$ cat src/rtl/multiply.sv
// -----------------------------------------------------------------------------
// multiply
//   Unsigned radix-2 shift-add sequential multiplier. It adds one partial
//   product per clock, so a WIDTH x WIDTH multiply takes exactly WIDTH cycles
//   from the accepting start edge to the done pulse, whatever the operands.
//   The result is the full 2*WIDTH-bit product and is never truncated.
//
// Ports
//   clk    in   1        rising-edge clock
//   rst_n  in   1        asynchronous active-low reset
//   start  in   1        sample a/b and begin; honoured only while idle
//   a      in   WIDTH    multiplicand, unsigned
//   b      in   WIDTH    multiplier, unsigned
//   busy   out  1        high while a multiplication is in progress
//   done   out  1        one-cycle pulse: c has just been updated
//   c      out  2*WIDTH  last completed product; held until the next one
// -----------------------------------------------------------------------------
module multiply #(
  parameter int WIDTH = 8
) (
  input  logic                 clk,
  input  logic                 rst_n,
  input  logic                 start,
  input  logic [WIDTH-1:0]     a,
  input  logic [WIDTH-1:0]     b,
  output logic                 busy,
  output logic                 done,
  output logic [2*WIDTH-1:0]   c
);

  localparam int CW = $clog2(WIDTH + 1);

  typedef enum logic {IDLE = 1'b0, BUSY = 1'b1} state_t;

  state_t                state_q, state_d;
  logic [2*WIDTH-1:0]    mcand_q, mcand_d;   // multiplicand, shifted left each step
  logic [WIDTH-1:0]      mplier_q, mplier_d; // multiplier, shifted right each step
  logic [2*WIDTH-1:0]    acc_q, acc_d;
  logic [2*WIDTH-1:0]    c_q, c_d;
  logic [CW-1:0]         cnt_q, cnt_d;
  logic                  done_q, done_d;

  logic                  last_step;
  logic [2*WIDTH-1:0]    acc_sum;

  // The step that consumes the final multiplier bit also publishes the result,
  // so completion lands exactly WIDTH edges after the accepting edge.
  assign last_step = (cnt_q == CW'(WIDTH - 1));
  assign acc_sum   = acc_q + (mplier_q[0] ? mcand_q : '0);

  // State register and datapath registers
  always_ff @(posedge clk or negedge rst_n) begin
    if (!rst_n) begin
      state_q  <= IDLE;
      mcand_q  <= '0;
      mplier_q <= '0;
      acc_q    <= '0;
      c_q      <= '0;
      cnt_q    <= '0;
      done_q   <= 1'b0;
    end else begin
      state_q  <= state_d;
      mcand_q  <= mcand_d;
      mplier_q <= mplier_d;
      acc_q    <= acc_d;
      c_q      <= c_d;
      cnt_q    <= cnt_d;
      done_q   <= done_d;
    end
  end

  // Next-state logic
  always_comb begin
    state_d = state_q;
    case (state_q)
      IDLE:    if (start)     state_d = BUSY;
      BUSY:    if (last_step) state_d = IDLE;
      default:                state_d = IDLE;
    endcase
  end

  // Datapath next-values
  always_comb begin
    mcand_d  = mcand_q;
    mplier_d = mplier_q;
    acc_d    = acc_q;
    c_d      = c_q;
    cnt_d    = cnt_q;
    done_d   = 1'b0;
    case (state_q)
      IDLE: begin
        if (start) begin
          mcand_d  = {{WIDTH{1'b0}}, a};
          mplier_d = b;
          acc_d    = '0;
          cnt_d    = '0;
        end
      end
      BUSY: begin
        acc_d    = acc_sum;
        mcand_d  = mcand_q << 1;
        mplier_d = mplier_q >> 1;
        cnt_d    = cnt_q + CW'(1);
        if (last_step) begin
          c_d    = acc_sum;
          done_d = 1'b1;
        end
      end
      default: ;
    endcase
  end

  // Outputs
  always_comb begin
    busy = (state_q == BUSY);
    done = done_q;
    c    = c_q;
  end

endmodule

$ cat config.mk
export PLATFORM = sky130hd
export DESIGN_NAME = multiply
export DESIGN_NICKNAME = d
export VERILOG_FILES = /design/src/rtl/multiply.sv
export SDC_FILE = /design/constraint.sdc
export NUM_CORES = 1
export LEC_CHECK = 0
export ABC_AREA = 1
export CAP_MARGIN = 20
export CORE_MARGIN = 2
export CORE_UTILIZATION = 25
export DETAILED_ROUTE_END_ITERATION = 7
export SLEW_MARGIN = 30
export SYNTH_ARGS = -nofsm -noshare
export SYNTH_HDL_FRONTEND = slang
export SYNTH_SLANG_ARGS = --single-unit
$ cat constraint.sdc
create_clock -name clk -period 3.12 [get_ports clk]
set_input_delay 0.312 -clock clk [delete_from_list [all_inputs] [get_ports clk]]
set_output_delay 0.312 -clock clk [all_outputs]
set_load 0.005 [all_outputs]
# [Yosys cells after proc, flatten, opt, wreduce, memory -nomap -nowiden]
# Index checks and enable logic that the tools add are counted.
# W data, S select, Z words.
[totals] ff_bits=62 in_bits=19 output_inout_bits=18 wordCells=27
[classes] n_addsub=2 eq_ne=2 muxes=14 bitwise_logic=1 reduce_logical=1
[ops] cell="$pmux W16 S2" n=2
[ops] cell="$mux W16" n=3
[ops] cell="$add A16 B16 Y16" n=1
[ops] cell="$pmux W8 S2" n=1
[ops] cell="$mux W8" n=1
[ops] cell="$pmux W4 S2" n=1
[ops] cell="$add A4 B1 Y4 const B" n=1
[ops] cell="$eq A4 B3 Y1 const B" n=1
[ops] cell="$mux W1" n=4
[ops] cell="$mux W4" n=1
[ops] cell="$ne A2 B2 Y1 const B" n=1
[ops] cell="$pmux W1 S2" n=1
[ops] cell="$reduce_and A2 Y1" n=1
[ops] cell="$not A1 Y1" n=1

# [Depth between registers and ports, before layout]
# Gate-level depths: netlist of run 1.
[logic_depth] depth_word=3 depth_mapped=15 mapped_depth_nobuf=13

# [Worst setup path before layout of run 1]
# OpenSTA, ideal clock, no wires.
[synth_timing] kind="reg-to-reg" startpoint="register mplier_q[0]" endpoint="register acc_q[6]" setup_time_ps=117 arrival_time_ps=1950 slack_ps=1053 path_stages_with_launch=14 path_buffers=2 cell_sequence="dfrtp_1 buf_2 clkbuf_1 nand2_1 inv_1 ha_1 fa_1 nand2_1 nand2_1 nand3b_1 nand2_1 or2_1 nand3_1 nand2_1"
[synth_between] elab_chain_len=3
[synth_rtl] element="start, declared" line_no="37" text="logic [WIDTH-1:0] mplier_q, mplier_d;"
[synth_rtl] element="start signal, assigned" line_no="64" text="mplier_q <= mplier_d;"
[synth_rtl] element="$mux W16" line_no="49" text="assign acc_sum = acc_q + (mplier_q[0] ? mcand_q : '0);"
[synth_rtl] element="$add A16 B16 Y16" line_no="49"
[synth_rtl] element="$pmux W16 S2" line_no="90" text="case (state_q)"
[synth_rtl] element="end signal, assigned" line_no="57" text="acc_q <= '0;"
[synth_rtl] element="end signal, assigned" line_no="65" text="acc_q <= acc_d;"
[synth_rtl] element="end, declared" line_no="38" text="logic [2*WIDTH-1:0] acc_q, acc_d;"
# No other way between the ends.
# A chain may end at the register's enable or synchronous reset.

# [Final worst setup path of run 1]
# Same ends and word-level chain as after synthesis.

==> flow_summary.json, run 1 <==
{
  "leakage_uw": 0.002332,
  "fin_crit_sh": 0.7088,
  "cts-buffers-inserted": 9,
  "synth_seq_cells": 62,
  "fin_setup_tns_ps": 0,
  "skew_ps": 6.621,
  "n_antenna_cell": 0,
  "synthMuxAreaShare": 0,
  "grt.overflow.total": 0,
  "cts-root-buf": "clkbuf_16",
  "power_density_nw_per_um2": 825.1,
  "drive_above_1_share": 0.06400,
  "coreArea_sq_um": 13300,
  "rsz0062_at_grt": "false",
  "gp_congestion": 0.8530,
  "outcome": "completed",
  "synth_area_leaders": "dfrtp_1 (45%), nand2_1 (21%), inv_1 (6.8%)",
  "critPathCaptureType": "flip-flop",
  "clockBufferDepth": 2,
  "grt_max_degree": 44,
  "via_per_inst": 4.308,
  "synth_area_per_cell_sq_um": 7.504,
  "synthAdderAreaFrac": 0.06449,
  "syn_inst": 455,
  "area_growth_pct": 24.66,
  "std_cell_rows": 42,
  "critPathLaunchType": "flip-flop",
  "max_slew.worst_pin.slew_ps": 618.5,
  "critical_path_buf_inv_count": 1,
  "critPathMaxFanout": 17,
  "arrival_ps": 2430,
  "cts_resized": 0,
  "path_delay_family": "simple AND/OR/NAND/NOR gates",
  "synth_top_area_share": 0.4544,
  "worstPathRequired_ps": 3340,
  "max-cap-violations": 0,
  "slew_headroom": 0.5872,
  "grt_pass1_vias": 2863,
  "placed_cell_area_sq_um": 3971,
  "clk_latency_ps": 330,
  "num_io_pins": 37,
  "yosysTopAreaCell": "dfrtp_1",
  "r2r_end": "acc_q[6]",
  "final-setup-viol-count": 0,
  "synthSimpleGateAreaFrac": 0.3111,
  "dieArea_sq_um": 14610,
  "io_buffers": 36,
  "syn-num-nets": 491,
  "yosysUniqueCellTypes": 30,
  "antenna_found_initial": 0,
  "drt_iter0_drc": 100,
  "vdd_drop_max_mv": 0.2996,
  "hold_viol": 0,
  "grt_pass1_wl_mm": 13.89,
  "clock_sinks": 62,
  "vias": 2912,
  "synth_top_family_by_area": "simple AND/OR/NAND/NOR gates",
  "synth_area_sq_um": 3415,
  "timing.rr.start": "mplier_q[0]",
  "crit_top_cell": "nand2_1",
  "drt_pass1_iterations": 4,
  "async_reset_ff_frac": 1.000,
  "slowest_stage": "dfrtp_1",
  "initial_core_util": 0.2568,
  "r2r_slack_ps": 910,
  "maxSlewViolCount": 0,
  "drt_wl_total_mm": 7.768,
  "ant_nets": 0,
  "nNetsFinal": 532,
  "post_drt_wl_per_cell_um": 11.49,
  "timing.setup.critical_path_class": "reg2reg",
  "synth-edff-count": 0,
  "path_cells": "nand2_1, inv_1, ha_1, fa_1, nand2_1, nand2_1, nand3b_1, nand2_1, or2_1, nand3_1, nand2_1",
  "cts_tree": "built",
  "ys_seq_area_frac": 0.4544,
  "cts-htree-levels": 3,
  "post-dp-hpwl_mm": 5.795,
  "ys.flop_type": "dfrtp_1",
  "fin_crit_ps": 2211,
  "die_x_um": 120.9,
  "die_y_um": 120.9,
  "reg2reg_depth": 11,
  "yosys_warnings": 0,
  "timing.fmax_mhz": 452.2,
  "drcViolationCount": 0,
  "clk_pin_slew_ps": 50,
  "hp-class": "in2async",
  "track_usage": 0.1214,
  "synth_compound_area_frac": 0.06706,
  "slowest_delay_ps": 560,
  "synth_xor_area_frac": 0.01283,
  "final_cell_area_sq_um": 4257
}
report_power, final:
part           switching [uW]  internal, uW  leakage, uW
logic                     704           560      0.00138
clock network             344           571     0.000137
registers                 220          1110     0.000813
worst max path at each step:
| stage | to | cells past startpoint | slack [ps] | from |
|---|---|---|---|---|
| floorplan | acc_q[6] | 13 | 1050 | mplier_q[0] |
| global placement | c[6] | 11 | 1010 | mplier_q[0] |
| detailed placement | acc_q[6] | 11 | 920 | mplier_q[0] |
| CTS | acc_q[6] | 11 | 910 | mplier_q[0] |
| global route | c[10] | 12 | 680 | mplier_q[0] |
| finish | acc_q[6] | 11 | 910 | mplier_q[0] |
flip-flops by register name (all words and copies together) (netlist names):
register  flops
done          1
mplier_q      8
mcand_q      16
busy          1
c            16
cnt_q         4
acc_q        16
metal layers:
layer  GRT usage  wire [um]  vias up
li1            -          -     1509
met1      0.1672       4034     1330
met2      0.1777       3249       60
met3     0.03289        340       13
met4     0.05305        143        0
met5           0          0        -
kinds of logic (layout without fill, tap and decap cells):
group | count (synthesis) | count (layout)
xor+xnor | 5 | 5
buf+inv | 78 | 123
compound gates | 38 | 38
fa+ha+maj | 17 | 17
flops | 62 | 62
simple gates | 255 | 255
cell type report:
class                   instances  area [sq um]
clock inverters                 4         22.52
fillers                      1417          9039
clock buffers                  11         252.7
repair buffers                 43         410.4
inverters                      65         244.0
flip-flops and latches         62          1551
well taps                     176         220.2
multi-input cells             315          1555
synthesized netlist by cell type (3+ instances only):
| cell type | instances |
|---|---|
| ha_1 | 16 |
| o21ai_0 | 8 |
| dfrtp_1 | 62 |
| a22oi_1 | 8 |
| inv_2 | 3 |
| o21ai_1 | 4 |
| or2_1 | 4 |
| nor2_1 | 12 |
| nand2_1 | 191 |
| nand3_1 | 32 |
| inv_1 | 62 |
| clkbuf_1 | 3 |
| o22ai_1 | 7 |
| nand3b_1 | 4 |
| buf_2 | 9 |
| nor3_1 | 3 |
| xor2_1 | 4 |
| a21oi_1 | 8 |
timing repair:
action | CTS | global route
endpoints found under the hold margin | 19 | 0
hold buffers | 1 | 0
buffers inserted | 0 | 0
cell usage in the layout, fill, tap and decap left out, types with 3 or more instances in the layout:
cell and n:
o22ai_1 7, o21ai_1 4, nor2_1 12, nor3_1 3
nand3_1 32, xor2_1 4, clkinv_2 3, nand2_1 191
inv_2 3, inv_1 62, clkbuf_16 9, a22oi_1 8
nand3b_1 4, ha_1 16, o21ai_0 8, or2_1 4
a21oi_1 8, clkdlybuf4s50_1 35, buf_4 6, dfrtp_1 62
stage by stage:
stage	instances	hold WS, ps	setup slack (ps)	utilization	total power, uW
2_1_floorplan	455	16.41	1053	-	2137
3_3_place_gp	660	297.5	1011	0.2987	2585
3_5_place_dp	660	306.9	915.8	0.2987	2626
4_1_cts	676	484.1	908.6	0.3202	3572
5_1_grt	676	508.0	682.3	0.3202	3824
6_report	676	477.0	908.6	0.3202	3512
No activity file was read; power rests on OpenSTA's default activity.
==> run 2: changes to the inputs <==
clock period = 2.3 ns   (was 3.12 ns; I/O delays follow)
==> flow_summary.json, run 2 (synthesized netlist as in run 1, its figures left out) <==
{
  "outcome": "completed",
  "leakage_uw": 0.002352,
  "critPathMaxFanout": 16,
  "path_delay_family": "simple AND/OR/NAND/NOR gates",
  "path_cells": "buf_4, nand2_1, inv_1, fa_1, nand2_1, nand2_1, nand3b_1, nand2_1, nand2_1, nand3b_1, nand3_1, nand2_1",
  "slowest_delay_ps": 430,
  "power_density_nw_per_um2": 1142,
  "n_antenna_cell": 0,
  "dieArea_sq_um": 14610,
  "timing.fmax_mhz": 505.7,
  "via_per_inst": 4.229,
  "cts_resized": 0,
  "worstPathRequired_ps": 2530,
  "final_common_cell": "nand2_1",
  "std_cell_rows": 42,
  "pre_cts_ws_ps": 345.1,
  "max_slew.worst_pin.slew_ps": 538.2,
  "cts-htree-levels": 3,
  "drt_wl_total_mm": 7.777,
  "drt_pass1_iterations": 4,
  "post_drt_wl_per_cell_um": 11.47,
  "grt_pass1_vias": 2856,
  "critPathCaptureType": "flip-flop",
  "coreArea_sq_um": 13300,
  "slew_headroom": 0.6412,
  "mostFrequentLayoutCells": "nand2_1 (191), inv_1 (62), dfrtp_1 (62)",
  "rsz0062_at_grt": "false",
  "fin_setup_tns_ps": 0,
  "antenna_found_initial": 0,
  "finalPower_uw": 4931,
  "grt_pass1_wl_mm": 13.65,
  "grt_max_degree": 42,
  "slowest_stage": "fa_1",
  "cts_tree": "built",
  "final-setup-viol-count": 0,
  "clk_pin_slew_ps": 60,
  "fin_crit_sh": 0.8598,
  "fin_crit_ps": 1978,
  "clk_latency_ps": 340,
  "max-cap-violations": 0,
  "cts_hold_buf": 1,
  "fin_ws_ps": 322.4,
  "cts-root-buf": "clkbuf_16",
  "die_y_um": 120.9,
  "drcViolationCount": 0,
  "gp_congestion": 0.8757,
  "num_io_pins": 37,
  "grt.overflow.total": 0,
  "timing.setup.critical_path_class": "reg2reg",
  "die_x_um": 120.9,
  "clockBufferDepth": 2,
  "io_buffers": 36,
  "drive_above_1_share": 0.06375,
  "post-dp-hpwl_mm": 5.786,
  "nNetsFinal": 533,
  "vias": 2867,
  "initial_core_util": 0.2568,
  "hold_viol": 0,
  "critPathLaunchType": "flip-flop",
  "ant_nets": 0,
  "track_usage": 0.1199,
  "crit_top_cell": "nand2_1",
  "hp-class": "in2async",
  "holdWs_ps": 405.5,
  "skew_ps": 11.39,
  "area_growth_pct": 26.42,
  "clock_sinks": 62,
  "cts-buffers-inserted": 9,
  "final_core_util": 0.3247,
  "maxSlewViolCount": 0,
  "critical_path_buf_inv_count": 2,
  "vdd_drop_max_mv": 0.4051,
  "drt_iter0_drc": 98,
  "post_cts_buffers": 0,
  "arrival_ps": 2210
}
[run 2: worst register-to-register path: stages, from the launching register on]
cell and delay, ps:
dfrtp_1 370, buf_4 190, nand2_1 80, inv_1 60, fa_1 430, nand2_1 90, nand2_1 70, nand3b_1 80
nand2_1 120, nand2_1 110, nand3b_1 100, nand3_1 110, nand2_1 60
[run 2: layout make-up]
class	instances	area [sq um]
Clock buffer	13	260.3
Clock inverter	3	42.54
Fill cell	1419	8979
Inverter	65	244.0
Multi-Input combinational cell	315	1555
Sequential cell	62	1551
Tap cell	176	220.2
Timing Repair Buffer	44	442.9
[run 2: path summary, 6_finish.rpt]
kind	from	slack, ps	end	cells past startpoint
setup / recovery	mplier_q[0]	320	c[10]	12
hold / removal	rst_n	410	c[15]	2
setup reg to reg	mplier_q[0]	320	c[10]	12
hold reg to reg	c[9]	480	c[9]	2
max in group asynchronous	rst_n	1280	mcand_q[3]	3
min in group clk	b[7]	440	mplier_q[7]	3
[run 2: per-stage QoR]
stage	area [sq um]	std cells
floorplan	3415	455
global route	4317	678
detailed placement	4004	661
global placement	4004	661
CTS	4317	678
finish	4317	678
[run 2: per-layer routing]
metal | up-vias | wire [um] | GRT usage
met1 | 1294 | 3932 | 0.1572
met2 | 52 | 3332 | 0.1798
li1 | 1507 | - | -
met4 | 0 | 172 | 0.05523
met5 | - | 0 | 0
met3 | 14 | 340 | 0.03759
[run 2: report_power, final]
part	switching (uW)	total [uW]	internal [uW]
clock network	475	1370	895
registers	275	1790	1510
logic	987	1770	786
==> run 3: changes to the inputs <==
CELL_PAD_IN_SITES_DETAIL_PLACEMENT = 0   (was unset)
CELL_PAD_IN_SITES_GLOBAL_PLACEMENT = 1   (was unset)
CORE_UTILIZATION = 30   (was 25)
PLACE_DENSITY_LB_ADDON = 0.1   (was unset)
==> flow_summary.json, run 3 (synthesized netlist as in run 1, its figures left out) <==
{
  "fin_crit_sh": 0.8847,
  "cts-htree-levels": 3,
  "drt_pass1_iterations": 4,
  "drive_above_1_share": 0.06387,
  "antenna_found_initial": 0,
  "dieArea_sq_um": 12250,
  "holdWs_ps": 423.7,
  "path_cells": "nand2_1, inv_1, ha_1, fa_1, nand2_1, nand2_1, nand3b_1, nand2_1, nand2_1, nand3b_1, nand3_1, nand2_1",
  "clk_latency_ps": 340,
  "die_x_um": 110.7,
  "max_slew.worst_pin.slew_ps": 418.7,
  "slowest_stage": "dfrtp_1",
  "timing.fmax_mhz": 491.5,
  "skew_ps": 9.805,
  "clock_sinks": 62,
  "max-cap-violations": 0,
  "critPathCaptureType": "flip-flop",
  "crit_top_cell": "nand2_1",
  "post-dp-hpwl_mm": 5.926,
  "hold_viol": 0,
  "final-setup-viol-count": 0,
  "timing.setup.critical_path_class": "reg2reg",
  "grt_pass1_vias": 2968,
  "post_cts_buffers": 0,
  "worstPathRequired_ps": 2520,
  "final_core_util": 0.3890,
  "rsz0062_at_grt": "false",
  "post_drt_wl_per_cell_um": 13.19,
  "maxSlewViolCount": 0,
  "hp-class": "in2reg",
  "drt_iter0_drc": 130,
  "reg2reg_depth": 12,
  "slowest_delay_ps": 430,
  "final_common_cell": "nand2_1",
  "ant_nets": 0,
  "arrival_ps": 2260,
  "cts_tree": "built",
  "vdd_drop_max_mv": 0.4984,
  "final_cell_area_sq_um": 4273,
  "outcome": "completed",
  "die_y_um": 110.7,
  "power_density_nw_per_um2": 1179,
  "std_cell_rows": 38,
  "gp_congestion": 0.7887,
  "grt_max_degree": 63,
  "cts-buffers-inserted": 9,
  "grt_pass1_wl_mm": 14.92,
  "clk_pin_slew_ps": 60,
  "placed_cell_area_sq_um": 3939,
  "nNetsFinal": 532,
  "track_usage": 0.1540,
  "vias": 2843,
  "hold-path-cell-count": 3,
  "fin_crit_ps": 2035,
  "clockBufferDepth": 2,
  "fin_setup_tns_ps": 0,
  "via_per_inst": 4.435,
  "grt.overflow.total": 0,
  "slew_headroom": 0.7205,
  "cts-root-buf": "clkbuf_16",
  "mostFrequentLayoutCells": "nand2_1 (191), inv_1 (62), dfrtp_1 (62)",
  "area_growth_pct": 25.14,
  "critPathLaunchType": "flip-flop",
  "leakage_uw": 0.002355,
  "initial_core_util": 0.3109,
  "n_antenna_cell": 0,
  "drcViolationCount": 0,
  "cts_resized": 0,
  "coreArea_sq_um": 10980,
  "critPathMaxFanout": 6,
  "num_io_pins": 37,
  "io_buffers": 36,
  "drt_wl_total_mm": 8.454
}
-- run 3: cell types whose count changed in the layout (fill, tap and decap cells not counted), sizes merged --
cell / before / now
buf: 8 / 7
clkbuf: 13 / 11
inv: 65 / 66
bufinv: 1 / 2
-- run 3: routing by layer --
layer | global-route usage | vias to the layer above | share of wire | wire, um
li1 | - | 1502 | - | -
met1 | 0.2078 | 1283 | 0.51 | 4348
met2 | 0.2323 | 44 | 0.42 | 3586
met3 | 0.04046 | 14 | 0.038 | 320
met4 | 0.06833 | 0 | 0.024 | 200
met5 | 0 | - | 0 | 0
-- run 3: timing repair --
item	4_1_cts	5_1_grt
endpoints found under the setup margin	0	0
endpoints found under the hold margin	62	0
hold buffers	1	0
-- run 3: cell type report --
| cell class | count | area (sq um) |
|---|---|---|
| clock buffer | 11 | 242.7 |
| timing repair buffer | 43 | 422.9 |
| multi-input combinational | 315 | 1555 |
| fill | 1173 | 6710 |
| tap | 140 | 175.2 |
| clock inverter | 5 | 81.33 |
| inverter | 65 | 244.0 |
| sequential | 62 | 1551 |
-- run 3: report_power, final --
part           internal (uW)  switching (uW)
sequential              1510             285
combinational            765             988
clock                    980             510
-- run 3: worst paths after layout --
check	start	endpoint	slack (ps)
min in group asynchronous	rst_n	c[4]	430
worst min-delay path	b[7]	mplier_q[7]	420
worst min register to register	c[7]	c[7]	470
worst max register to register	mplier_q[0]	c[10]	270
max in group asynchronous	rst_n	acc_q[10]	1560
worst max-delay path	mplier_q[0]	c[10]	270
-- run 3: stage by stage --
stage | cells | setup WS, ps | power [uW]
final | 641 | 265.2 | 5039
after global placement | 624 | 298.6 | 3596
after CTS | 641 | 256.8 | 5126
after floorplan | 455 | 232.8 | 2898
after global routing | 641 | 49.06 | 5485
after detailed placement | 624 | 280.1 | 3606
-- run 3: worst max-delay path, delay by kind of cell (launching register included) --
kind	cells	cell delay, ps
adders and majority gates	2	610
buffers and inverters	1	40
DFF	1	430
and+or+nand+nor	9	840
